--- src/rtl/ready_vga_sync_module_pkg.sv ---
// Raster timing constants, axis phase enum and phase-decode helper.
// Latency: none (constants and pure functions only).
// Backpressure: not applicable.
package vga_timing_pkg;

  localparam int CNT_W = 11;

  // SVGA 800x600@72 on a 50 MHz pixel clock
  localparam int SVGA_H_SYNC   = 120;
  localparam int SVGA_H_BACK   = 64;
  localparam int SVGA_H_ACTIVE = 800;
  localparam int SVGA_H_FRONT  = 56;
  localparam int SVGA_V_SYNC   = 6;
  localparam int SVGA_V_BACK   = 23;
  localparam int SVGA_V_ACTIVE = 600;
  localparam int SVGA_V_FRONT  = 37;

  typedef enum logic [1:0] {
    PH_SYNC   = 2'd0,
    PH_BACK   = 2'd1,
    PH_ACTIVE = 2'd2,
    PH_FRONT  = 2'd3
  } phase_e;

  function automatic int axis_total(input int s, input int b, input int a, input int f);
    return s + b + a + f;
  endfunction

  localparam int SVGA_H_TOTAL = axis_total(SVGA_H_SYNC, SVGA_H_BACK, SVGA_H_ACTIVE, SVGA_H_FRONT);
  localparam int SVGA_V_TOTAL = axis_total(SVGA_V_SYNC, SVGA_V_BACK, SVGA_V_ACTIVE, SVGA_V_FRONT);

  // Phase is a pure function of the count, so it can never disagree with it.
  function automatic phase_e phase_of(input logic [CNT_W-1:0] cnt,
                                      input int s, input int b, input int a);
    int c;
    c = int'(cnt);
    if (c < s)              return PH_SYNC;
    else if (c < s + b)     return PH_BACK;
    else if (c < s + b + a) return PH_ACTIVE;
    else                    return PH_FRONT;
  endfunction

endpackage

--- src/rtl/ready_vga_sync_module_if.sv ---
// Timing-generator bundle: enable in, sync/qualifier/coordinates out.
// Latency: wires only.
// Backpressure: none; En low freezes the producer.
interface ready_vga_sync_module_if;
  import vga_timing_pkg::*;

  logic             En;
  logic             HSYNC_Sig;
  logic             VSYNC_Sig;
  logic             Ready_Sig;
  logic [CNT_W-1:0] Column_Addr_Sig;
  logic [CNT_W-1:0] Row_Addr_Sig;
  logic             Frame_Start_Sig;

  // Timing generator side
  modport master (
    input  En,
    output HSYNC_Sig, VSYNC_Sig, Ready_Sig,
    output Column_Addr_Sig, Row_Addr_Sig, Frame_Start_Sig
  );

  // Display/control side
  modport slave (
    output En,
    input  HSYNC_Sig, VSYNC_Sig, Ready_Sig,
    input  Column_Addr_Sig, Row_Addr_Sig, Frame_Start_Sig
  );

endinterface

--- src/rtl/ready_vga_sync_module_axis.sv ---
// One raster axis: wrapping counter plus SYNC/BACK/ACTIVE/FRONT decode.
// Latency: count registered; phase and wrap strobe combinational from count.
// Backpressure: i_en low holds the count; wrap only asserts on an enabled last count.
module vga_axis_counter
  import vga_timing_pkg::*;
#(
  parameter int SYNC   = SVGA_H_SYNC,
  parameter int BACK   = SVGA_H_BACK,
  parameter int ACTIVE = SVGA_H_ACTIVE,
  parameter int FRONT  = SVGA_H_FRONT
) (
  input  logic             CLK,
  input  logic             RST,
  input  logic             i_en,
  output logic [CNT_W-1:0] o_count,
  output phase_e           o_phase,
  output logic             o_wrap
);

  localparam int               TOTAL = axis_total(SYNC, BACK, ACTIVE, FRONT);
  localparam logic [CNT_W-1:0] LAST  = CNT_W'(TOTAL - 1);

  logic [CNT_W-1:0] r_count;
  logic [CNT_W-1:0] w_count_nxt;
  logic             w_wrap;

  // Count register; reset restarts the axis at the SYNC phase.
  always_ff @(posedge CLK or posedge RST) begin
    if (RST) r_count <= '0;
    else     r_count <= w_count_nxt;
  end

  // Next count and wrap strobe; the wrap strobe doubles as the next axis' enable.
  always_comb begin
    w_count_nxt = r_count;
    w_wrap      = 1'b0;
    if (i_en) begin
      if (r_count == LAST) begin
        w_count_nxt = '0;
        w_wrap      = 1'b1;
      end else begin
        w_count_nxt = r_count + 1'b1;
      end
    end
  end

  assign o_count = r_count;
  assign o_phase = phase_of(r_count, SYNC, BACK, ACTIVE);
  assign o_wrap  = w_wrap;

endmodule

--- src/rtl/ready_vga_sync_module.sv ---
// Raster timing generator: HSYNC/VSYNC, Ready_Sig, pixel coordinates, frame-start pulse.
// Latency: every output is registered, 1 CLK behind the (hc,vc) counters.
// Backpressure: En low freezes counters and outputs; Frame_Start_Sig still drops after one cycle.
module ready_vga_sync_module
  import vga_timing_pkg::*;
#(
  parameter int H_SYNC   = SVGA_H_SYNC,
  parameter int H_BACK   = SVGA_H_BACK,
  parameter int H_ACTIVE = SVGA_H_ACTIVE,
  parameter int H_FRONT  = SVGA_H_FRONT,
  parameter int V_SYNC   = SVGA_V_SYNC,
  parameter int V_BACK   = SVGA_V_BACK,
  parameter int V_ACTIVE = SVGA_V_ACTIVE,
  parameter int V_FRONT  = SVGA_V_FRONT,
  parameter bit SYNC_POL = 1'b0
) (
  input  logic                   CLK,
  input  logic                   RST,
  ready_vga_sync_module_if.master vga
);

  localparam logic [CNT_W-1:0] H_OFS = CNT_W'(H_SYNC + H_BACK);
  localparam logic [CNT_W-1:0] V_OFS = CNT_W'(V_SYNC + V_BACK);

  logic [CNT_W-1:0] w_hc;
  logic [CNT_W-1:0] w_vc;
  phase_e           w_h_phase;
  phase_e           w_v_phase;
  logic             w_h_wrap;

  vga_axis_counter #(
    .SYNC(H_SYNC), .BACK(H_BACK), .ACTIVE(H_ACTIVE), .FRONT(H_FRONT)
  ) u_h_axis (
    .CLK     (CLK),
    .RST     (RST),
    .i_en    (vga.En),
    .o_count (w_hc),
    .o_phase (w_h_phase),
    .o_wrap  (w_h_wrap)
  );

  vga_axis_counter #(
    .SYNC(V_SYNC), .BACK(V_BACK), .ACTIVE(V_ACTIVE), .FRONT(V_FRONT)
  ) u_v_axis (
    .CLK     (CLK),
    .RST     (RST),
    .i_en    (w_h_wrap),
    .o_count (w_vc),
    .o_phase (w_v_phase),
    .o_wrap  ()
  );

  logic             w_ready;
  logic [CNT_W-1:0] w_col;
  logic [CNT_W-1:0] w_row;
  logic             w_frame_start;

  // Decode of the current raster position, registered below.
  always_comb begin
    w_ready       = (w_h_phase == PH_ACTIVE) && (w_v_phase == PH_ACTIVE);
    w_col         = '0;
    w_row         = '0;
    if (w_ready) begin
      w_col = w_hc - H_OFS;
      w_row = w_vc - V_OFS;
    end
    w_frame_start = w_ready && (w_col == '0) && (w_row == '0);
  end

  logic             r_hsync;
  logic             r_vsync;
  logic             r_ready;
  logic [CNT_W-1:0] r_col;
  logic [CNT_W-1:0] r_row;
  logic             r_frame_start;

  // Output registers: hold while disabled, except the frame-start pulse which always clears.
  always_ff @(posedge CLK or posedge RST) begin
    if (RST) begin
      r_hsync       <= ~SYNC_POL;
      r_vsync       <= ~SYNC_POL;
      r_ready       <= 1'b0;
      r_col         <= '0;
      r_row         <= '0;
      r_frame_start <= 1'b0;
    end else if (vga.En) begin
      r_hsync       <= (w_h_phase == PH_SYNC) ? SYNC_POL : ~SYNC_POL;
      r_vsync       <= (w_v_phase == PH_SYNC) ? SYNC_POL : ~SYNC_POL;
      r_ready       <= w_ready;
      r_col         <= w_col;
      r_row         <= w_row;
      r_frame_start <= w_frame_start;
    end else begin
      r_frame_start <= 1'b0;
    end
  end

  assign vga.HSYNC_Sig       = r_hsync;
  assign vga.VSYNC_Sig       = r_vsync;
  assign vga.Ready_Sig       = r_ready;
  assign vga.Column_Addr_Sig = r_col;
  assign vga.Row_Addr_Sig    = r_row;
  assign vga.Frame_Start_Sig = r_frame_start;

endmodule
--- src/flat_wrapper.sv ---
// flat-port wrapper written by rule: the top's interface ports become plain ports
module ready_vga_sync_module_flat import vga_timing_pkg::*;
#(
  parameter int H_SYNC   = SVGA_H_SYNC,
  parameter int H_BACK   = SVGA_H_BACK,
  parameter int H_ACTIVE = SVGA_H_ACTIVE,
  parameter int H_FRONT  = SVGA_H_FRONT,
  parameter int V_SYNC   = SVGA_V_SYNC,
  parameter int V_BACK   = SVGA_V_BACK,
  parameter int V_ACTIVE = SVGA_V_ACTIVE,
  parameter int V_FRONT  = SVGA_V_FRONT,
  parameter bit SYNC_POL = 1'b0
)
  (CLK, RST, vga_En, vga_HSYNC_Sig, vga_VSYNC_Sig, vga_Ready_Sig, vga_Column_Addr_Sig, vga_Row_Addr_Sig, vga_Frame_Start_Sig);
  ready_vga_sync_module_if vga_i ();
  input  logic CLK;
  input  logic RST;
  input wire logic [$bits(vga_i.En)-1:0] vga_En;
  output wire logic [$bits(vga_i.HSYNC_Sig)-1:0] vga_HSYNC_Sig;
  output wire logic [$bits(vga_i.VSYNC_Sig)-1:0] vga_VSYNC_Sig;
  output wire logic [$bits(vga_i.Ready_Sig)-1:0] vga_Ready_Sig;
  output wire logic [$bits(vga_i.Column_Addr_Sig)-1:0] vga_Column_Addr_Sig;
  output wire logic [$bits(vga_i.Row_Addr_Sig)-1:0] vga_Row_Addr_Sig;
  output wire logic [$bits(vga_i.Frame_Start_Sig)-1:0] vga_Frame_Start_Sig;
  assign vga_i.En = vga_En;
  assign vga_HSYNC_Sig = vga_i.HSYNC_Sig;
  assign vga_VSYNC_Sig = vga_i.VSYNC_Sig;
  assign vga_Ready_Sig = vga_i.Ready_Sig;
  assign vga_Column_Addr_Sig = vga_i.Column_Addr_Sig;
  assign vga_Row_Addr_Sig = vga_i.Row_Addr_Sig;
  assign vga_Frame_Start_Sig = vga_i.Frame_Start_Sig;
  ready_vga_sync_module #(.H_SYNC(H_SYNC), .H_BACK(H_BACK), .H_ACTIVE(H_ACTIVE), .H_FRONT(H_FRONT), .V_SYNC(V_SYNC), .V_BACK(V_BACK), .V_ACTIVE(V_ACTIVE), .V_FRONT(V_FRONT), .SYNC_POL(SYNC_POL)) u_core (.CLK(CLK), .RST(RST), .vga(vga_i));
endmodule
--- config.mk ---
export PLATFORM = sky130hd
export DESIGN_NAME = ready_vga_sync_module_flat
export DESIGN_NICKNAME = d
export VERILOG_FILES = /design/src/rtl/ready_vga_sync_module_pkg.sv /design/src/rtl/ready_vga_sync_module_if.sv /design/src/rtl/ready_vga_sync_module_axis.sv /design/src/rtl/ready_vga_sync_module.sv /design/src/flat_wrapper.sv
export SDC_FILE = /design/constraint.sdc
export NUM_CORES = 1
export LEC_CHECK = 0
export ABC_AREA = 1
export CORE_ASPECT_RATIO = 1.75
export CORE_MARGIN = 8
export CORE_UTILIZATION = 60
export DETAILED_ROUTE_END_ITERATION = 7
export DONT_BUFFER_PORTS = 1
export PLACE_DENSITY_LB_ADDON = 0.15
export SLEW_MARGIN = 20
export SYNTH_ARGS = -nofsm -noshare
export SYNTH_HDL_FRONTEND = slang
export SYNTH_HIERARCHICAL = 1
export SYNTH_SLANG_ARGS = --single-unit
--- constraint.sdc ---
create_clock -name CLK -period 2.7 [get_ports CLK]
set_input_delay 0.27 -clock CLK [delete_from_list [all_inputs] [get_ports CLK]]
set_output_delay 0.27 -clock CLK [all_outputs]
set_load 0.02 [all_outputs]
==> summary.md <==
| Metric | Value |
|---|---|
| Worst r2r path cells | 17 |
| Final-layout fill cell count | 452 |
| Design area | 3130 um^2 |
| Relative slew slack | 39.6% |
| PD cells | 548 nW/um^2 |
| Post-DP HPWL | 4990 um |
| Mean Syn Cell Area | 6.99 um^2 |
| First-pass GRT wire length | 11000 um |
| GRT Residual Overflow | 0 |
| Placed Instances | about 480 |
| CP Max Fanout | 15 |
| Fin worst setup slack | 0.347 ns |
| Wirelength per Cell | approximately 13 um |
| Inserted Diodes | 0 |
| Status | finished, final reports clean |
| Placed Area | 3030 um^2 |
| Clock H-tree levels | 2 |
| Synthesized cell area | 2990 um^2 |
| Residual DRC | 0 |
| Sequential Area | 1200 um^2 |
| Net Sw Frac | 35.1% |
| Starting Density | 61.0% |
| Final #Nets | ~440 |
| Most frequent cells in the layout | nand2_1, inv_1, dfrtp_1 |
| P_sw | 0.602 mW |
| Sink Count | 48 |
| VDD IR max | 0.421 mV |
| Max_cap viols | 0 |
| Reg clk slew, reported paths | 0.08 ns |
| CP startpoint kind | flop |
| Final hold violation count | 0 |
| Pins over their slew limit | 0 |
| Row cnt | 34 |
| Comb pwr share | between 20 and 25% |
| Hold_ws | 0.0498 ns |
| TritonCTS buffer count | 5 |
| Post-route clock skew | about 0.006 ns |
| Die Y | 109 um |
| Die area | ~7600 um^2 |
| Initial DRC Count | about 130 |
| Sequential share of power | 52.4% |
| Gr usage total | 17.3% |
| Root buffer cell | clkbuf_8 |
| Int Power | 1.11 mW |
| Worst Path Required | 2.89 ns |
| Final ANT Viol Nets | 0 |
| Critical path type | flop to flop |
| Final Critical Period | 2.35 ns |
| Worst slack, placed | around 0.36 ns |
| Crit. Startpoint | u_core/u_v_axis/o_count[2] |
| # port buffers | 0 |
| Yosys warning count | 6 |
| Final wirelength | 6410 um |
| Total power | approximately 1.7 mW |
| Largest net degree at the start of global routing | 42 |
| Buffer levels on the longest clock path | 2 |
| Vias in the first global route | between 2000 and 2500 |
| Routability congestion estimate from global placement | slightly below 0.9 |
| Fin util | about 64% |
| CTS tree | built |
| Crit path capture type | flop |
| Setup violations, final | 0 |
| DR pass1 iterations | 4 |
| Post-cts sizing count | 0 |
| Clock power frac | 25.7% |
| Worst hold path type | input port to async pin |
| Skew-Pair Late Insertion Delay | 0.30 ns |
| Crit path DAT | 2.55 ns |
| Worst-margin pin slew | 0.904 ns |
| Syn-to-layout area delta | 4.95% |
| Initial antenna violation count | 0 |
| Commonest non-fill, non-tap cell in the layout | nand2_1 |
| DR vias | 2583 |
| Cells after synthesis | 427 |
| RSZ-0062 raised after global routing | no |
| Multi-input gate area | between 1500 and 2000 um^2 |
| R2R Setup Slk | 0.35 ns |
| Critical R2R Capture | u_core/vga.Frame_Start_Sig |
| Leakage | 1.68 nW |
| TNS Setup | 0 ns |
| Core ar. | a little under 5000 um^2 |
| Die Width | slightly below 70 um |
| Worst r2r src | u_core/u_v_axis/o_count[2] |
| Fraction of final layout cells with drive strength greater than 1 | 10.2% |
| Final Cycle Share | 87.2% |
| Via-per-instance ratio | 5.34 |
| Critical Path Sink | u_core/vga.Frame_Start_Sig |
| I/O pin cnt | 29 |
| Max Fclk | between 400 and 500 MHz |
| Mapped Nets | 435 |
| Non-Filler Instances | between 400 and 500 |
-- per-layer routing --
metal / routed length (um) / vias to the layer above / global-route usage (%)
met1: 2620 / 1183 / 18.5
met4: 140 / 0 / 7.07
li1: - / 1338 / -
met2: 3370 / 53 / 31.8
met3: 282 / 9 / 3.97
met5: 0 / - / 0
-- power by group through the flow --
stage / clock network (mW) / registers, mW / logic (mW)
after floorplan: 0 / 0.880 / 0.307
after global placement: 0 / 0.909 / 0.367
after detailed placement: 0 / 0.912 / 0.370
after CTS: 0.460 / 0.897 / 0.376
after global routing: 0.478 / 0.919 / 0.435
final: 0.442 / 0.900 / 0.375
-- how the worst min path moves through the flow --
stage | end | cells past startpoint | from
4_1_cts | u_core/vga.Column_Addr_Sig[3] | 1 | RST
2_1_floorplan | u_core/u_h_axis/o_count[0] | 1 | RST
3_3_place_gp | u_core/u_h_axis/o_count[5] | 1 | RST
3_5_place_dp | u_core/u_v_axis/o_count[6] | 1 | RST
6_report | u_core/vga.Column_Addr_Sig[4] | 1 | RST
5_1_grt | u_core/vga.Row_Addr_Sig[4] | 2 | vga_En
-- layout make-up --
cell class,instances,area share [%]
Multi-Input combinational cell,306,48.0
Sequential cell,48,38.4
Inverter,67,8.03
Clock buffer,6,2.64
Tap cell,54,2.16
Clock inverter,2,0.479
Timing Repair Buffer,1,0.319
-- what timing repair did --
item	in CTS	in global routing
hold endpoints to repair	22	0
hold buffers	1	0
setup buffers	0	0
-- sequential cells by signal, summed over array words and instances, names as in the netlist --
register                    cells
u_core/u_v_axis/o_count        11
u_core/u_h_axis/o_count        11
u_core/vga.Frame_Start_Sig      1
u_core/vga.VSYNC_Sig            1
u_core/vga.Ready_Sig            1
u_core/vga.Column_Addr_Sig     11
u_core/vga.Row_Addr_Sig        11
u_core/vga.HSYNC_Sig            1
-- worst max-delay path, cell delays in order (launching register included) --
cell and delay [ns]:
dfrtp_1 0.56, nand2_2 0.14, nand2_1 0.12, nand3_1 0.07, nand2_1 0.12, nand3_1 0.09
nand2_1 0.06, inv_1 0.08, inv_1 0.07, nand2_2 0.06, nor2_4 0.29, nand2_1 0.09
nor2_1 0.17, nor2_1 0.07, nand2_1 0.08, nor2_1 0.05, nand3_1 0.07, nor2_1 0.04
(Power assumes the default switching activity.)
